<file path="src/rtl/shift_pkg.sv">
// rtl/shift_pkg.sv - shared types and constants for the sequenced shifter arbiter
package shift_pkg;

  localparam int W_DATA = 8;
  localparam int W_AMT  = 4;
  localparam logic [2:0] MAX_STEP = 3'd7;

  typedef enum logic [1:0] {
    IDLE,
    SHIFT,
    DONE
  } state_t;

  // Largest pass the 3-bit shifter can take out of the remaining amount
  function automatic logic [2:0] pass_step(input logic [W_AMT-1:0] rem);
    return (rem > {1'b0, MAX_STEP}) ? MAX_STEP : rem[2:0];
  endfunction

endpackage

</file>
<file path="src/rtl/barrel_shifter.sv">
// rtl/barrel_shifter.sv - combinational 8-bit shifter, 0..7 bits per use
module barrel_shifter
  import shift_pkg::*;
(
  input  logic [W_DATA-1:0] din,
  input  logic [2:0]        shamt,
  input  logic              LR,
  input  logic              AL,
  output logic [W_DATA-1:0] dout
);

  // Left ignores AL; right arithmetic replicates bit7
  always_comb begin
    if (LR) begin
      dout = din << shamt;
    end else if (AL) begin
      dout = $signed(din) >>> shamt;
    end else begin
      dout = din >> shamt;
    end
  end

endmodule

</file>
<file path="src/rtl/shift_arbiter_seq.sv">
// rtl/shift_arbiter_seq.sv - round-robin sharing of one shifter, multi-pass sequencing
module shift_arbiter_seq
  import shift_pkg::*;
(
  input  logic        clk,
  input  logic        rst,
  input  logic [1:0]  req_valid,
  output logic [1:0]  req_ready,
  input  logic [15:0] req_din,
  input  logic [7:0]  req_amt,
  input  logic [1:0]  req_lr,
  input  logic [1:0]  req_al,
  output logic        resp_valid,
  input  logic        resp_ready,
  output logic [7:0]  resp_data,
  output logic        resp_id
);

  state_t             state;
  logic               rr_ptr;
  logic [W_DATA-1:0]  acc;
  logic [W_AMT-1:0]   rem;
  logic               lr_q;
  logic               al_q;
  logic               id_q;

  logic               any_valid;
  logic               grant;
  logic [2:0]         step;
  logic [W_AMT-1:0]   rem_next;
  logic [W_DATA-1:0]  shifted;

  // Grant the pointer-favoured requester if it is asking, otherwise the other one
  always_comb begin
    any_valid = |req_valid;
    grant     = req_valid[rr_ptr] ? rr_ptr : ~rr_ptr;
    req_ready = 2'b00;
    if (state == IDLE && any_valid) begin
      req_ready[grant] = 1'b1;
    end
  end

  // Per-pass amount and what is left afterwards
  always_comb begin
    step     = pass_step(rem);
    rem_next = rem - {1'b0, step};
  end

  barrel_shifter u_shifter (
    .din   (acc),
    .shamt (step),
    .LR    (lr_q),
    .AL    (al_q),
    .dout  (shifted)
  );

  // Control FSM: accept one request, shift it in passes, hold the result until taken
  always_ff @(posedge clk or posedge rst) begin
    if (rst) begin
      state      <= IDLE;
      rr_ptr     <= 1'b0;
      acc        <= '0;
      rem        <= '0;
      lr_q       <= 1'b0;
      al_q       <= 1'b0;
      id_q       <= 1'b0;
      resp_valid <= 1'b0;
      resp_data  <= '0;
      resp_id    <= 1'b0;
    end else begin
      case (state)
        IDLE: begin
          if (any_valid) begin
            acc    <= grant ? req_din[15:8] : req_din[7:0];
            rem    <= grant ? req_amt[7:4]  : req_amt[3:0];
            lr_q   <= req_lr[grant];
            al_q   <= req_al[grant];
            id_q   <= grant;
            rr_ptr <= ~grant;
            state  <= SHIFT;
          end
        end
        SHIFT: begin
          acc <= shifted;
          rem <= rem_next;
          // amt 0 still spends one pass with a zero step
          if (rem_next == '0) begin
            state      <= DONE;
            resp_valid <= 1'b1;
            resp_data  <= shifted;
            resp_id    <= id_q;
          end
        end
        DONE: begin
          if (resp_ready) begin
            resp_valid <= 1'b0;
            state      <= IDLE;
          end
        end
        default: state <= IDLE;
      endcase
    end
  end

endmodule

</file>
<file path="config.mk">
export PLATFORM = sky130hd
export DESIGN_NAME = shift_arbiter_seq
export DESIGN_NICKNAME = d
export VERILOG_FILES = /design/src/rtl/shift_pkg.sv /design/src/rtl/barrel_shifter.sv /design/src/rtl/shift_arbiter_seq.sv
export SDC_FILE = /design/constraint.sdc
export NUM_CORES = 1
export LEC_CHECK = 0
export ABC_AREA = 1
export BUFFER_PORTS_ARGS = -buffer_cell sky130_fd_sc_hd__buf_2
export CORE_UTILIZATION = 45
export CTS_CLUSTER_DIAMETER = 80
export DETAILED_ROUTE_END_ITERATION = 12
export PLACE_DENSITY = 0.69
export SYNTH_ARGS = -nofsm -noshare
export SYNTH_HDL_FRONTEND = slang
export SYNTH_SLANG_ARGS = --single-unit
</file>
<file path="constraint.sdc">
create_clock -name clk -period 2.25 [get_ports clk]
set_clock_uncertainty 0.1 [all_clocks]
set_input_delay 0.225 -clock clk [delete_from_list [all_inputs] [get_ports clk]]
set_output_delay 0.225 -clock clk [all_outputs]
set_load 0.02 [all_outputs]
</file>
* Word level (Yosys, flattened, before mapping) *
Index checks and enable logic that the tools add are counted.

operators by class
  $add $sub $neg = 1
  multipliers = 0
  div/mod/pow operators = 0
  order comparisons = 4
  eq/ne operators = 5
  shift operators = 3
  muxes and demuxes = 26
  bitwise operators = 2
  reduce and logical (&&, ||, !) cells = 12

operators by type and width
  cell                                                         count
  2-to-1 mux 8 bit                                             4
  one-hot mux 8 bit (2 select lines)                           1
  2-to-1 mux 1 bit                                             10
  2-to-1 mux 2 bit                                             4
  2-to-1 mux 4 bit                                             2
  one-hot mux 4 bit (2 select lines)                           1
  left shift 8 x 3 -> 8 bit                                    1
  right shift 8 x 3 -> 8 bit                                   1
  >>> shifter 8 x 3 -> 8 bit                                   1
  != test 2 bit (second input constant)                        3
  one-hot mux 2 bit (3 select lines)                           1
  AND reduction 2 bit                                          3
  AND reduction 3 bit                                          2
  > comparator 4 x 3 -> 1 bit (second input constant)          1
  zero test 4 bit                                              1
  less-than comparator 1 x 2 -> 1 bit (second input constant)  2
  nonzero test 2 bit                                           2
  subtractor 4 x 3 -> 4 bit                                    1
  2-to-1 mux 3 bit                                             1
  equality test 2 x 1 -> 1 bit (second input constant)         1
  equality test 2 bit (second input constant)                  1
  logical AND 1 bit                                            2
  zero test 2 bit                                              1
  NOT 1 bit                                                    2
  other kinds (4)                                              4

word-level totals
  flip-flop bits (word level) = 28
  bits in latches = 0
  bits in writable memories = 0
  bits in read-only memories = 0
  input port bits = 33
  output and inout bits = 12
  memories kept = 0

* Longest topological paths before layout *
Gate-level depths: netlist (run 1).

  depth after elaboration = 8
  depth in mapped cells = 12
  depth with buffers taken out = 12

* Modules after synthesis *
From an unflattened synthesis (run 1), not the netlist that was laid out.

unflattened totals
  cells, all modules = 333
  area, all modules = 2077.0 µm²

by module, submodules not included
  module             times used  cells an instance  area an instance (µm²)  seq. area each (µm²)
  shift_arbiter_seq  1           210                1520.2                  700.7
  barrel_shifter     1           123                556.8                   0.0

* Least setup slack after synthesis (run 1) *
Ideal clock, no wire load.

  path kind = reg2reg
  from = register rem[3]
  to = register resp_id
  arrival time = 1.420 ns
  required time = 2.024 ns
  setup slack = 0.605 ns
  cell stages (with the launch flop) = 13
  path buffers = 1
  path through = dfrtp_1 -> inv_2 -> nor2_1 -> inv_1 -> ha_1 -> inv_1 -> nor2_1 -> inv_1 -> nor2_1 -> nand2_1 -> buf_2 -> nand2_1 -> o21ai_0

between the ends
  word-level cells in the longest chain between the ends = 5

RTL lines
  element                          RTL line                 source
  start: declaration               shift_arbiter_seq.sv:22  logic [W_AMT-1:0] rem;
  start signal: assignment         shift_arbiter_seq.sv:75  rem <= grant ? req_amt[7:4] : req_amt[3:0];
  start signal: assignment         shift_arbiter_seq.sv:85  rem <= rem_next;
  > comparator 4 x 3 -> 1 bit      shift_pkg.sv:16          return (rem > {1'b0, MAX_STEP}) ? MAX_STEP : rem[2:0];
  2-to-1 mux 3 bit                 shift_pkg.sv:16
  subtractor 4 x 3 -> 4 bit *      shift_arbiter_seq.sv:46  rem_next = rem - {1'b0, step};
  zero test 4 bit *                shift_arbiter_seq.sv:87  if (rem_next == '0) begin
  AND reduction 2 bit (no line) *  n/a
  end signal: assignment           shift_arbiter_seq.sv:91  resp_id <= id_q;
  end: declaration                 shift_arbiter_seq.sv:16  output logic resp_id

Mark *: on every way between the ends. The rest lies on a longest branch, timed or not.
A chain may end at the register's enable or synchronous reset.

* Worst setup path after layout (run 1) *
  from = register rem[3]
  to = register acc[7]

between the ends
  word-level cells in the longest chain between the ends = 6

RTL lines
  element                                                                          RTL line                                    source
  > comparator 4 x 3 -> 1 bit *                                                    shift_pkg.sv:16
  2-to-1 mux 3 bit *                                                               shift_pkg.sv:16
  right shift 8 x 3 -> 8 bit / >>> shifter 8 x 3 -> 8 bit (equally long branches)  barrel_shifter.sv:19, barrel_shifter.sv:17
  2-to-1 mux 8 bit                                                                 barrel_shifter.sv:16                        end else if (AL) begin
  2-to-1 mux 8 bit *                                                               barrel_shifter.sv:14                        if (LR) begin
  one-hot mux 8 bit (2 select lines) *                                             shift_arbiter_seq.sv:71                     case (state)
  end signal: assignment                                                           shift_arbiter_seq.sv:74                     acc <= grant ? req_din[15:8] : req_din[7:0];
  end signal: assignment                                                           shift_arbiter_seq.sv:84                     acc <= shifted;
  end: declaration                                                                 shift_arbiter_seq.sv:21                     logic [W_DATA-1:0] acc;

Marked as above.

==> results by group, run 1 <==
Worst hold path
  • Tightest Hold Check Type: primary input to flop
  • Worst hold path endpoint: state[1]
  • Source of the worst hold timing path: resp_ready
  • Hold-critical path depth: 2

Setup path
  • Required time at the endpoint of the critical path: 2330 ps
  • Worst path slowest cell: dfrtp_1
  • Crit path kind: flop to flop
  • Cells on worst reg2reg path: 8
  • Critical register-to-register path startpoint: rem[3]
  • Worst path max stage delay: 480 ps
  • Critical path launch point type: flop
  • Most numerous cell on the critical path: nand2_1
  • Chain of cells forming the critical path: nor2_2 > nand2_1 > o21ai_0 > nand2_1 > o211ai_1 > nand3_1 > nand2_1 > nand2_1
  • Arrival time at the worst endpoint: 2060 ps
  • Terminus of the critical flop-to-flop path: acc[7]
  • Critical path endpoint category: flop
  • CP Max Fanout: 13
  • Reg-to-reg setup timing slack: 270 ps

Placement
  • Placed Instance Area: 2170 um2
  • Count of buffers inserted at the top-level ports: 44
  • Detailed-placement wirelength estimate: 4190 um
  • Final RePlAce weighted congestion: 0.950

Yosys
  • Number of distinct standard cells referenced by the synthesized netlist: 30
  • Main combinational cell family by area after synthesis: simple AND/OR/NAND/NOR gates
  • Mux cell area share after synthesis: 0%
  • Complex-gate fraction of the synthesized area: 17.4%
  • Synth Area in Simple Gates: 35.6%
  • Cell types with the largest area share after synthesis: dfrtp_1 37%, nand2_1 19%, nand3_1 7.5%
  • Post-Synthesis Net Count: 312
  • Adder-cell share of the synthesized area: 0.667%
  • Warnings, synthesis: 0
  • Flops & latches, synth: 28
  • Mean instance size in the synthesized netlist: 6.75 um2
  • Share of the synthesized area in the top cell type: 37.4%
  • Post-synthesis cell type with the largest combined area: dfrtp_1
  • XOR/XNOR Fraction of Synth Area: 0%
  • Netlist Area Pre-Place: 1880 um2
  • Cell count after synthesis: 278
  • Sequential share of the synthesized area: 37.4%

Clock tree
  • Cell at the root of the clock tree: clkbuf_8
  • CTS tree: done
  • Clock-pin transition on the worst setup and hold timing paths: 100 ps
  • Post-CTS Setup Repair Bufs: 0
  • Sink count of the clock tree: 28
  • Number of buffers added by the clock tree synthesis step: 3
  • H-tree lvl count: 1
  • Clock latency of the later-clocked register in the worst-skew pair: 280 ps
  • Buffer levels on the longest clock path: 2

Cells and area
  • ANT cells: 0
  • Final std cell area, no fill: 2250 um2
  • Layout cells sized above 1: 21.3%
  • Net total in the final layout: 363
  • Growth of design area from synthesis to finish: 20.2%
  • Number of inserted filler cells in the final layout: 408
  • Final cell utilization of the core: 56.4%

Power
  • Pleak: 1.20 nW
  • PwrDens: 1670 nW/um2
  • Peak supply drop: 0.000711 V

Timing
  • Actual slew at the worst max-slew pin: 547 ps
  • Setup TNS: 0 ps
  • Setup violators final: 0
  • Highest clock frequency the design can meet: 504 MHz
  • Hold Violations, Final: 0
  • Setup repair after global routing missed its margin: false
  • Max-Slew Margin vs Limit: 63.5%
  • Final count of pins violating max slew: 0
  • Share of the cycle needed by the critical path after routing: 88.2%
  • Post-layout min period: 1980 ps

Die
  • Core box area: 4000 um2
  • I/O pins: 45
  • Site row count: 23
  • Initial core utilization: 46.9%
  • Die outline height: 66.6 um
  • Die span in x: 66.6 um
  • Area of the die: 4430 um2

Route
  • Routed Antenna Nets: 0
  • Routed length on met1: 2440 um
  • Vias per std cell: 5.36
  • Total wire length: 5330 um
  • Max layer used: met4
  • DR pass1 iterations: 5
  • Remaining routing DRC violations: 0
  • Total via count in the routed design: 2,027
  • Count of routing violations after the opening detailed-route iteration: 241
  • Routed wirelength normalized by instance count: 14.1 um
  • Detailed route wirelength on metal2: 2480 um
  • DR WL met3: 292 um

Global route
  • Total overflow reported by the global router: 0
  • Pin count of the biggest net entering global routing: 29
  • Total global routing track utilization: 26.3%
  • Wire length of the first global-routing pass: 8610 um
  • Number of global-route vias before repair: 1,845
  • Antenna violations before repair: 0

Run
  • Max-Cap Viols: 0

Run status
  • Result of the run: completed
-- layer usage --
metal / vias to the layer above / global-route usage (%)
li1: 1019 / -
met3: 16 / 3.60
met5: - / 0
met4: 0 / 5.85
met2: 79 / 43.8
met1: 913 / 35.9
-- through the flow --
step,power (mW),hold slack (ps),setup WS [ps],std cells
after global routing,4.14,66.6,49.5,378
after detailed placement,3.34,216,291,373
after CTS,3.75,54.9,215,378
final,3.77,52.2,266,378
after floorplan,2.69,190,605,278
after global placement,3.36,210,285,373
-- final cells by class --
class	instances	area (um2)	area share [%]
sequential	28	701	31.1
inverter	30	113	4.99
multi-input combinational	212	1010	44.8
clock buffer	3	41.3	1.83
tap	50	62.6	2.77
timing repair buffer	54	298	13.2
clock inverter	1	30.0	1.33
-- registers in the layout, summed over array words and instances (netlist names) --
name        flops
resp_valid      1
id_q            1
rr_ptr          1
lr_q            1
resp_id         1
acc             8
al_q            1
resp_data       8
state           2
rem             4
-- timing repair --
action / CTS / global route
endpoints found under the setup margin: 1 / 1
hold buffers: 1 / 0
hold endpoints to repair: 28 / 0
gates resized for setup: 1 / 1
pin swaps: 0 / 0
-- critical path, delay by kind of cell, from the launching register on --
family,cells,cell delay (ps)
simple gates,6,1000
flops,1,480
compound gates,2,290
-- cells in the mapped netlist (all sizes together) --
cell type	n
a31oi	4
o21a	1
nor3	1
nand3	28
o22ai	1
dfrtp	28
or2	1
ha	1
inv	30
a22oi	2
o2111ai	1
nand2	99
o21ai	19
nor2	31
a22o	1
a21oi	6
a221oi	5
buf	8
o211ai	10
nand4	1
-- cells in the final DEF (no fill, tap or decap), drive strengths merged, types with 2 or more instances in the layout --
cell / instances
a31oi: 4
nor2: 31
dfrtp: 28
o211ai: 10
o21ai: 19
buf: 53
nand3: 28
a22oi: 2
a21oi: 6
nand2: 99
clkbuf: 3
a221oi: 5
inv: 30
-- worst max path at each step --
stage | start | endpoint | slack, ps
after floorplan | rem[3] | resp_id | 600
after global placement | rem[3] | acc[7] | 290
after detailed placement | rem[3] | resp_data[2] | 290
after CTS | rr_ptr | req_ready[1] | 210
after global routing | rem[3] | resp_data[3] | 50
final | rem[3] | acc[7] | 270
-- cell families (layout without fill, tap and decap cells) --
logic type,Yosys count,in the layout
buffers and inverters,38,88
flip-flops,28,28
AND/OR/NAND/NOR,161,161
adder cells (fa/ha/maj),1,1
AO/OA/AOI/OAI,50,50
-- report_power, final --
group	switching [mW]	leakage, nW	internal (mW)
Sequential	0.198	0.342	0.747
Combinational	1.61	0.826	0.810
Clock	0.166	0.0357	0.238
Total	1.98	1.20	1.79
Power figures use the tool's default switching activity.
==> run 2, diff against run 1 <==
- CORE_ASPECT_RATIO: unset -> 0.9
- PLACE_DENSITY: 0.69 -> 0.68
- SYNTH_HIERARCHICAL: unset -> 1
==> results by group, run 2 <==
Timing
  • Actual slew at the worst max-slew pin: 403 ps (was 547 ps)
  • Share of the cycle needed by the critical path after routing: 87.1% (was 88.2%)
  • Post-layout min period: 1960 ps (was 1980 ps)
  • Hold Violations, Final: 0 (unchanged)
  • Max-Slew Margin vs Limit: 73.1% (was 63.5%)
  • Highest clock frequency the design can meet: 510 MHz (was 504 MHz)
  • Setup violators final: 0 (unchanged)
  • Setup repair after global routing missed its margin: false (unchanged)
  • Setup TNS: 0 ps (unchanged)
  • Final count of pins violating max slew: 0 (unchanged)

Route
  • Vias per std cell: 4.96 (was 5.36)
  • Routed Antenna Nets: 0 (unchanged)
  • Count of routing violations after the opening detailed-route iteration: 179 (was 241)
  • Routed wirelength normalized by instance count: 12.1 um (was 14.1 um)
  • DR pass1 iterations: 9 (was 5)
  • Remaining routing DRC violations: 2 (was 0)
  • Total via count in the routed design: 2,188 (was 2,027)
  • Total wire length: 5360 um (was 5330 um)

Setup path
  • Terminus of the critical flop-to-flop path: resp_data[6] (was acc[7])
  • Critical path launch point type: flop (unchanged)
  • Arrival time at the worst endpoint: 2080 ps (was 2060 ps)
  • Cells on worst reg2reg path: 11 (was 8)
  • CP Max Fanout: 8 (was 13)
  • Reg-to-reg setup timing slack: 290 ps (was 270 ps)
  • Crit path kind: flop to flop (unchanged)
  • End of the critical path: resp_data[6] (was acc[7])
  • Critical path endpoint category: flop (unchanged)
  • Critical register-to-register path startpoint: rem[3] (unchanged)
  • Required time at the endpoint of the critical path: 2370 ps (was 2330 ps)
  • Origin of the worst setup path: rem[3] (unchanged)

Yosys
  • Top FF cell, synth: dfrtp_1 (unchanged)
  • Post-synth top cells: 141 x nand2_1, 58 x nand3_1, 39 x inv_1 (was 97 x nand2_1, 28 x dfrtp_1, 28 x nand3_1, 28 x nor2_1, 26 x inv_1)
  • Fraction of synthesis flops using an asynchronous set or reset pin: 100% (unchanged)
  • Number of distinct standard cells referenced by the synthesized netlist: 24 (was 30)
  • Post-Synthesis Net Count: 367 (was 312)
  • Number of enable flip-flop cells after synthesis: 0 (unchanged)
  • Warnings, synthesis: 6 (was 0)
  • Share of the synthesized area in the top cell type: 33.7% (was 37.4%)
  • Post-synthesis cell type with the largest combined area: dfrtp_1 (unchanged)
  • Mean instance size in the synthesized netlist: 6.24 um2 (was 6.75 um2)
  • Most frequently used cell type in the post-synthesis netlist: nand2_1 (unchanged)
  • Sequential share of the synthesized area: 33.7% (was 37.4%)
  • Flops & latches, synth: 28 (unchanged)
  • Netlist Area Pre-Place: 2080 um2 (was 1880 um2)
  • Cell types with the largest area share after synthesis: dfrtp_1 34%, nand2_1 25%, nand3_1 14% (was dfrtp_1 37%, nand2_1 19%, nand3_1 7.5%)
  • Cell count after synthesis: 333 (was 278)

Die
  • Area of the die: 4890 um2 (was 4430 um2)
  • Initial core utilization: 46.9% (about the same)
  • I/O pins: 45 (unchanged)
  • Die outline height: 66.5 um (was 66.6 um)
  • Core box area: 4430 um2 (was 4000 um2)
  • Die span in x: 73.6 um (was 66.6 um)
  • Site row count: 23 (unchanged)

Clock tree
  • Sink count of the clock tree: 28 (unchanged)
  • Clock-pin transition on the worst setup and hold timing paths: 100 ps (about the same)
  • Number of buffers added by the clock tree synthesis step: 3 (unchanged)
  • Post-CTS sizing: 0 (was 1)
  • H-tree lvl count: 1 (unchanged)
  • CTS tree: done (unchanged)
  • Buffer levels on the longest clock path: 2 (unchanged)
  • Clock latency of the later-clocked register in the worst-skew pair: 280 ps (about the same)
  • Post-CTS Setup Repair Bufs: 0 (unchanged)
  • Count of hold-fix buffers inserted at cts: 1 (unchanged)
  • Cell at the root of the clock tree: clkbuf_8 (unchanged)

Placement
  • Final RePlAce weighted congestion: 0.907 (was 0.950)
  • Count of buffers inserted at the top-level ports: 44 (unchanged)
  • Detailed-placement wirelength estimate: 4120 um (was 4190 um)
  • Post-placement cell count: 436 (was 373)

Cells and area
  • Growth of design area from synthesis to finish: 16.0% (was 20.2%)
  • Sequential cell area: 701 um2 (unchanged)
  • ANT cells: 0 (unchanged)
  • Layout cells sized above 1: 18.7% (was 21.3%)
  • Number of inserted filler cells in the final layout: 474 (was 408)
  • Multi-input combinational cell area: 1140 um2 (was 1010 um2)
  • Net total in the final layout: 414 (was 363)
  • Most common cell after layout, fill and taps aside: nand2_1 (unchanged)
  • Leading cell types in the layout, fill and taps excluded: 141 x nand2_1, 58 x nand3_1, 44 x buf_2 (was 97 x nand2_1, 44 x buf_2, 28 x nand3_1, 28 x dfrtp_1, 27 x nor2_1)
  • Largest registers in the final layout: acc x8, resp_data x8, rem x4 (unchanged)
  • Count of non-filler cells in the finished layout: 441 (was 378)

Power
  • Power Internal: 1.71 mW (was 1.79 mW)
  • Pleak: 1.40 nW (was 1.20 nW)
  • Switching power: 2.06 mW (was 1.98 mW)
  • Comb pwr share: 66.3% (was 64.2%)
  • Switching fraction of total power: 54.7% (was 52.4%)
  • Clock network fraction of total power: 8.3% (was 10.7%)
  • Power share of the sequential group: 25.4% (was 25.1%)
  • Peak supply drop: 0.000568 V (was 0.000711 V)
  • PwrDens: 1560 nW/um2 (was 1670 nW/um2)

Global route
  • Total global routing track utilization: 23.6% (was 26.3%)
  • Pin count of the biggest net entering global routing: 29 (unchanged)
  • Antenna violations before repair: 0 (unchanged)
  • Wire length of the first global-routing pass: 8920 um (was 8610 um)
  • Total overflow reported by the global router: 0 (unchanged)
  • Number of global-route vias before repair: 1,921 (was 1,845)

Worst hold path
  • Tightest Hold Check Type: primary input to flop (unchanged)

Run
  • Max-Cap Viols: 0 (unchanged)

Run status
  • Result of the run: finished with violations (was completed)
  • Failing checks: DRC
run 2: worst min path at each step:
stage	cells past startpoint	slack (ps)	to	start
final	2	40	state[1]	resp_ready
after global routing	2	60	state[1]	resp_ready
after CTS	2	40	state[1]	resp_ready
after detailed placement	3	210	resp_data[2]	rst
after global placement	3	200	resp_data[1]	rst
after floorplan	1	190	acc[0]	rst
run 2: cells by family (layout without fill, tap and decap cells):
group                      after synthesis  after routing  share of synthesized area [%]
and+or+nand+nor                        233            233                           48.7
buffers and inverters                   52             98                           11.4
adders and majority gates                1              1                          0.602
DFF                                     28             28                           33.7
AOI/OAI and AO/OA                       19             19                           5.54
run 2: layer usage:
layer / GRT usage [%] / up-vias / routed length, um / part of all wire (%)
li1: - / 1131 / - / -
met1: 33.5 / 974 / 2630 / 49
met2: 37.2 / 79 / 2450 / 46
met3: 3.48 / 4 / 243 / 4.5
met4: 6.49 / 0 / 34 / 0.63
met5: 0 / - / 0 / 0
run 2: critical path: stages, from the launching register on:
cell	delay (ps)
dfrtp_1	450
inv_1	130
nand2_1	80
inv_1	220
nand2_1	160
nand2_1	90
nand2_1	60
o21ai_0	170
nand2_1	80
nor2_1	180
nand3_1	100
nand2_1	80
run 2: area by class of cell:
cell class / instances / area share, %
clock buffers: 4 / 2.29
inverters: 43 / 6.70
multi-input cells: 253 / 47.3
flip-flops and latches: 28 / 29.1
well taps: 62 / 3.22
repair buffers: 51 / 11.4
run 2: per-stage QoR:
| step | cell area [um2] | hold WS (ps) | power [mW] | util (%) | setup WS (ps) |
|---|---|---|---|---|---|
| 6_report | 2410 | 40.9 | 3.77 | 54.3 | 291 |
| 5_1_grt | 2410 | 56.1 | 4.17 | 54.3 | 82.7 |
| 4_1_cts | 2410 | 40.0 | 3.76 | 54.3 | 308 |
| 3_5_place_dp | 2340 | 211 | 3.43 | 52.9 | 347 |
| 3_3_place_gp | 2340 | 205 | 3.45 | 52.9 | 364 |
| 2_1_floorplan | 2080 | 190 | 2.86 | - | 674 |
run 2: power by group through the flow:
stage | clock network (mW) | registers (mW) | logic (mW)
floorplan | 0 | 0.986 | 1.87
finish | 0.311 | 0.958 | 2.50
global placement | 0 | 0.966 | 2.49
CTS | 0.320 | 0.953 | 2.48
global route | 0.340 | 0.996 | 2.84
detailed placement | 0 | 0.961 | 2.47
==> run 3, diff against run 2 <==
- ABC_AREA: 1 -> unset
- SLEW_MARGIN: unset -> 20
==> results by group, run 3 <==
Cells and area
  • Layout cells sized above 1: 33.7% (was 18.7%)
  • Largest registers in the final layout: acc x8, resp_data x8, rem x4 (unchanged)
  • Net total in the final layout: 284 (was 414)
  • Most common cell after layout, fill and taps aside: buf_2 (was nand2_1)
  • Final std cell area, no fill: 2300 um2 (was 2410 um2)
  • Growth of design area from synthesis to finish: 17.3% (was 16.0%)
  • Count of non-filler cells in the finished layout: 297 (was 441)
  • Number of inserted filler cells in the final layout: 384 (was 474)
  • ANT cells: 0 (unchanged)
  • Leading cell types in the layout, fill and taps excluded: 44 x buf_2, 28 x dfrtp_1, 23 x nand2_1 (was 141 x nand2_1, 58 x nand3_1, 44 x buf_2)

Power
  • Pleak: 1.13 nW (was 1.40 nW)
  • PwrDens: 1690 nW/um2 (was 1560 nW/um2)
  • Peak supply drop: 0.000923 V (was 0.000568 V)

Timing
  • Setup violators final: 0 (unchanged)
  • Actual slew at the worst max-slew pin: 600 ps (was 403 ps)
  • Max-Slew Margin vs Limit: 60.0% (was 73.1%)
  • Highest clock frequency the design can meet: 461 MHz (was 510 MHz)
  • Final count of pins violating max slew: 0 (unchanged)
  • Setup TNS: 0 ps (unchanged)
  • Hold Violations, Final: 0 (unchanged)
  • Final setup slack of the worst path: 79.1 ps (was 291 ps)
  • Share of the cycle needed by the critical path after routing: 96.5% (was 87.1%)
  • Post-layout min period: 2170 ps (was 1960 ps)
  • Setup repair after global routing missed its margin: false (unchanged)
  • Worst hold margin: 59.8 ps (was 40.9 ps)

Global route
  • Total overflow reported by the global router: 0 (unchanged)
  • Total global routing track utilization: 22.6% (was 23.6%)
  • Antenna violations before repair: 0 (unchanged)
  • Number of global-route vias before repair: 1,599 (was 1,921)
  • Pin count of the biggest net entering global routing: 29 (unchanged)
  • Wire length of the first global-routing pass: 8090 um (was 8920 um)

Route
  • Count of routing violations after the opening detailed-route iteration: 181 (was 179)
  • Vias per std cell: 5.85 (was 4.96)
  • Total wire length: 4830 um (was 5360 um)
  • DR pass1 iterations: 4 (was 9)
  • Remaining routing DRC violations: 0 (was 2)
  • Routed wirelength normalized by instance count: 16.3 um (was 12.1 um)
  • Routed Antenna Nets: 0 (unchanged)
  • Total via count in the routed design: 1,736 (was 2,188)

Yosys
  • Cell count after synthesis: 203 (was 333)
  • Flops & latches, synth: 28 (unchanged)
  • Netlist Area Pre-Place: 1960 um2 (was 2080 um2)
  • Post-Synthesis Net Count: 237 (was 367)
  • Sequential share of the synthesized area: 35.7% (was 33.7%)
  • Top FF cell, synth: dfrtp_1 (unchanged)
  • Fraction of synthesis flops using an asynchronous set or reset pin: 100% (unchanged)
  • Number of enable flip-flop cells after synthesis: 0 (unchanged)
  • Most frequently used cell type in the post-synthesis netlist: dfrtp_1 (was nand2_1)
  • Warnings, synthesis: 6 (unchanged)
  • Post-synth top cells: 28 x dfrtp_1, 23 x nand2_1, 18 x mux2i_1 (was 141 x nand2_1, 58 x nand3_1, 39 x inv_1)
  • Number of distinct standard cells referenced by the synthesized netlist: 53 (was 24)
  • Mean instance size in the synthesized netlist: 9.68 um2 (was 6.24 um2)
  • Cell types with the largest area share after synthesis: dfrtp_1 36%, mux2i_1 9.2%, a22oi_1 6.1% (was dfrtp_1 34%, nand2_1 25%, nand3_1 14%)
  • Share of the synthesized area in the top cell type: 35.7% (was 33.7%)
  • Post-synthesis cell type with the largest combined area: dfrtp_1 (unchanged)

Die
  • I/O pins: 45 (unchanged)
  • Site row count: 22 (was 23)
  • Core box area: 4130 um2 (was 4430 um2)
  • Initial core utilization: 47.6% (was 46.9%)
  • Die span in x: 71.6 um (was 73.6 um)
  • Die outline height: 64.7 um (was 66.5 um)
  • Area of the die: 4630 um2 (was 4890 um2)

Clock tree
  • Clock latency of the later-clocked register in the worst-skew pair: 280 ps (about the same)
  • Buffer levels on the longest clock path: 2 (unchanged)
  • Cell at the root of the clock tree: clkbuf_8 (unchanged)
  • Number of buffers added by the clock tree synthesis step: 3 (unchanged)
  • H-tree lvl count: 1 (unchanged)
  • CTS tree: done (unchanged)
  • Clock-pin transition on the worst setup and hold timing paths: 100 ps (about the same)
  • Post-CTS Setup Repair Bufs: 0 (unchanged)
  • Sink count of the clock tree: 28 (unchanged)

Setup path
  • CP Max Fanout: 6 (was 8)
  • Critical register-to-register path startpoint: rem[2] (was rem[3])
  • Critical path launch point type: flop (unchanged)
  • Reg-to-reg setup timing slack: 80 ps (was 290 ps)
  • Critical path endpoint category: flop (unchanged)
  • Required time at the endpoint of the critical path: 2320 ps (was 2370 ps)
  • Crit path kind: flop to flop (unchanged)
  • Arrival time at the worst endpoint: 2240 ps (was 2080 ps)
  • Cells on worst reg2reg path: 6 (was 11)
  • Terminus of the critical flop-to-flop path: resp_data[6] (unchanged)

Worst hold path
  • Tightest Hold Check Type: primary input to flop (unchanged)
  • Source of the worst hold timing path: req_din[5] (was resp_ready)
  • Worst hold path endpoint: acc[5] (was state[1])
  • Hold-critical path depth: 3 (was 2)

Placement
  • Post-Place Worst Slack: 60.1 ps (was 347 ps)
  • Count of buffers inserted at the top-level ports: 44 (unchanged)
  • Placed Instance Area: 2220 um2 (was 2340 um2)
  • Detailed-placement wirelength estimate: 3550 um (was 4120 um)
  • Final RePlAce weighted congestion: 0.918 (was 0.907)
  • Post-placement cell count: 292 (was 436)

Run status
  • Result of the run: completed (was finished with violations)

Run
  • Max-Cap Viols: 0 (unchanged)
-- run 3: cell count changes after synthesis, sizes merged, moves of 11 or more --
cell | before | now
a22oi | 1 | 18
inv | 43 | 5
mux2 | 0 | 11
mux2i | 0 | 18
nand2 | 146 | 23
nand3 | 58 | 2
nor2 | 24 | 9
-- run 3: kinds of logic after synthesis --
group / after synthesis / share of synthesized area (%)
flip-flops: 28 / 35.7
buffers and inverters: 20 / 6.56
adder cells (fa/ha/maj): 1 / 0.637
AND/OR/NAND/NOR: 64 / 16.5
AO/OA/AOI/OAI: 59 / 21.3
multiplexers: 31 / 19.3
-- run 3: worst max path at each step --
stage            from           end  slack, ps  cells after the start
6_report       rem[2]  resp_data[6]         80                      6
2_1_floorplan  rem[3]  resp_data[6]         50                      8
4_1_cts        rem[0]  resp_data[3]         30                      6
5_1_grt        rem[0]  resp_data[3]          4                      6
3_3_place_gp   rem[0]  resp_data[1]         70                      7
3_5_place_dp   rem[0]  resp_data[3]         60                      6
-- run 3: through the flow --
step | power [mW] | util [%]
2_1_floorplan | 2.93 | -
3_3_place_gp | 3.46 | 53.8
3_5_place_dp | 3.45 | 53.8
4_1_cts | 3.86 | 55.8
5_1_grt | 4.19 | 55.8
6_report | 3.90 | 55.8
-- run 3: final cells by class --
type / count / area [um2] / area share, %
inverters: 6 / 22.5 / 0.977
clock buffers: 3 / 41.3 / 1.79
repair buffers: 56 / 313 / 13.6
flip-flops and latches: 28 / 701 / 30.4
clock inverters: 1 / 30.0 / 1.30
multi-input cells: 155 / 1140 / 49.3
well taps: 48 / 60.1 / 2.61
-- run 3: critical path, cell delays in order (launching register included) --
cell      delay (ps)
dfrtp_1          420
or2_2            350
nor2_1           150
mux2_2           350
a221oi_1         300
nor2_1           130
mux2_4           270
-- run 3: timing repair --
item	CTS	global route
hold endpoints to repair	28	0
hold buffers	1	0
resized for setup	0	1
setup endpoints to repair	0	8
-- run 3: routing by layer --
metal | up-vias | GRT usage [%] | wire, um
met5 | - | 0 | 0
met4 | 0 | 5.15 | 62
met3 | 6 | 3.11 | 201
met2 | 65 | 33.8 | 2140
met1 | 833 | 34.6 | 2430
li1 | 832 | - | -
-- run 3: where the power goes --
part           switching, mW  internal (mW)  leakage, nW
registers              0.273          0.739        0.348
clock network          0.161          0.238       0.0357
logic                   1.31           1.18        0.745
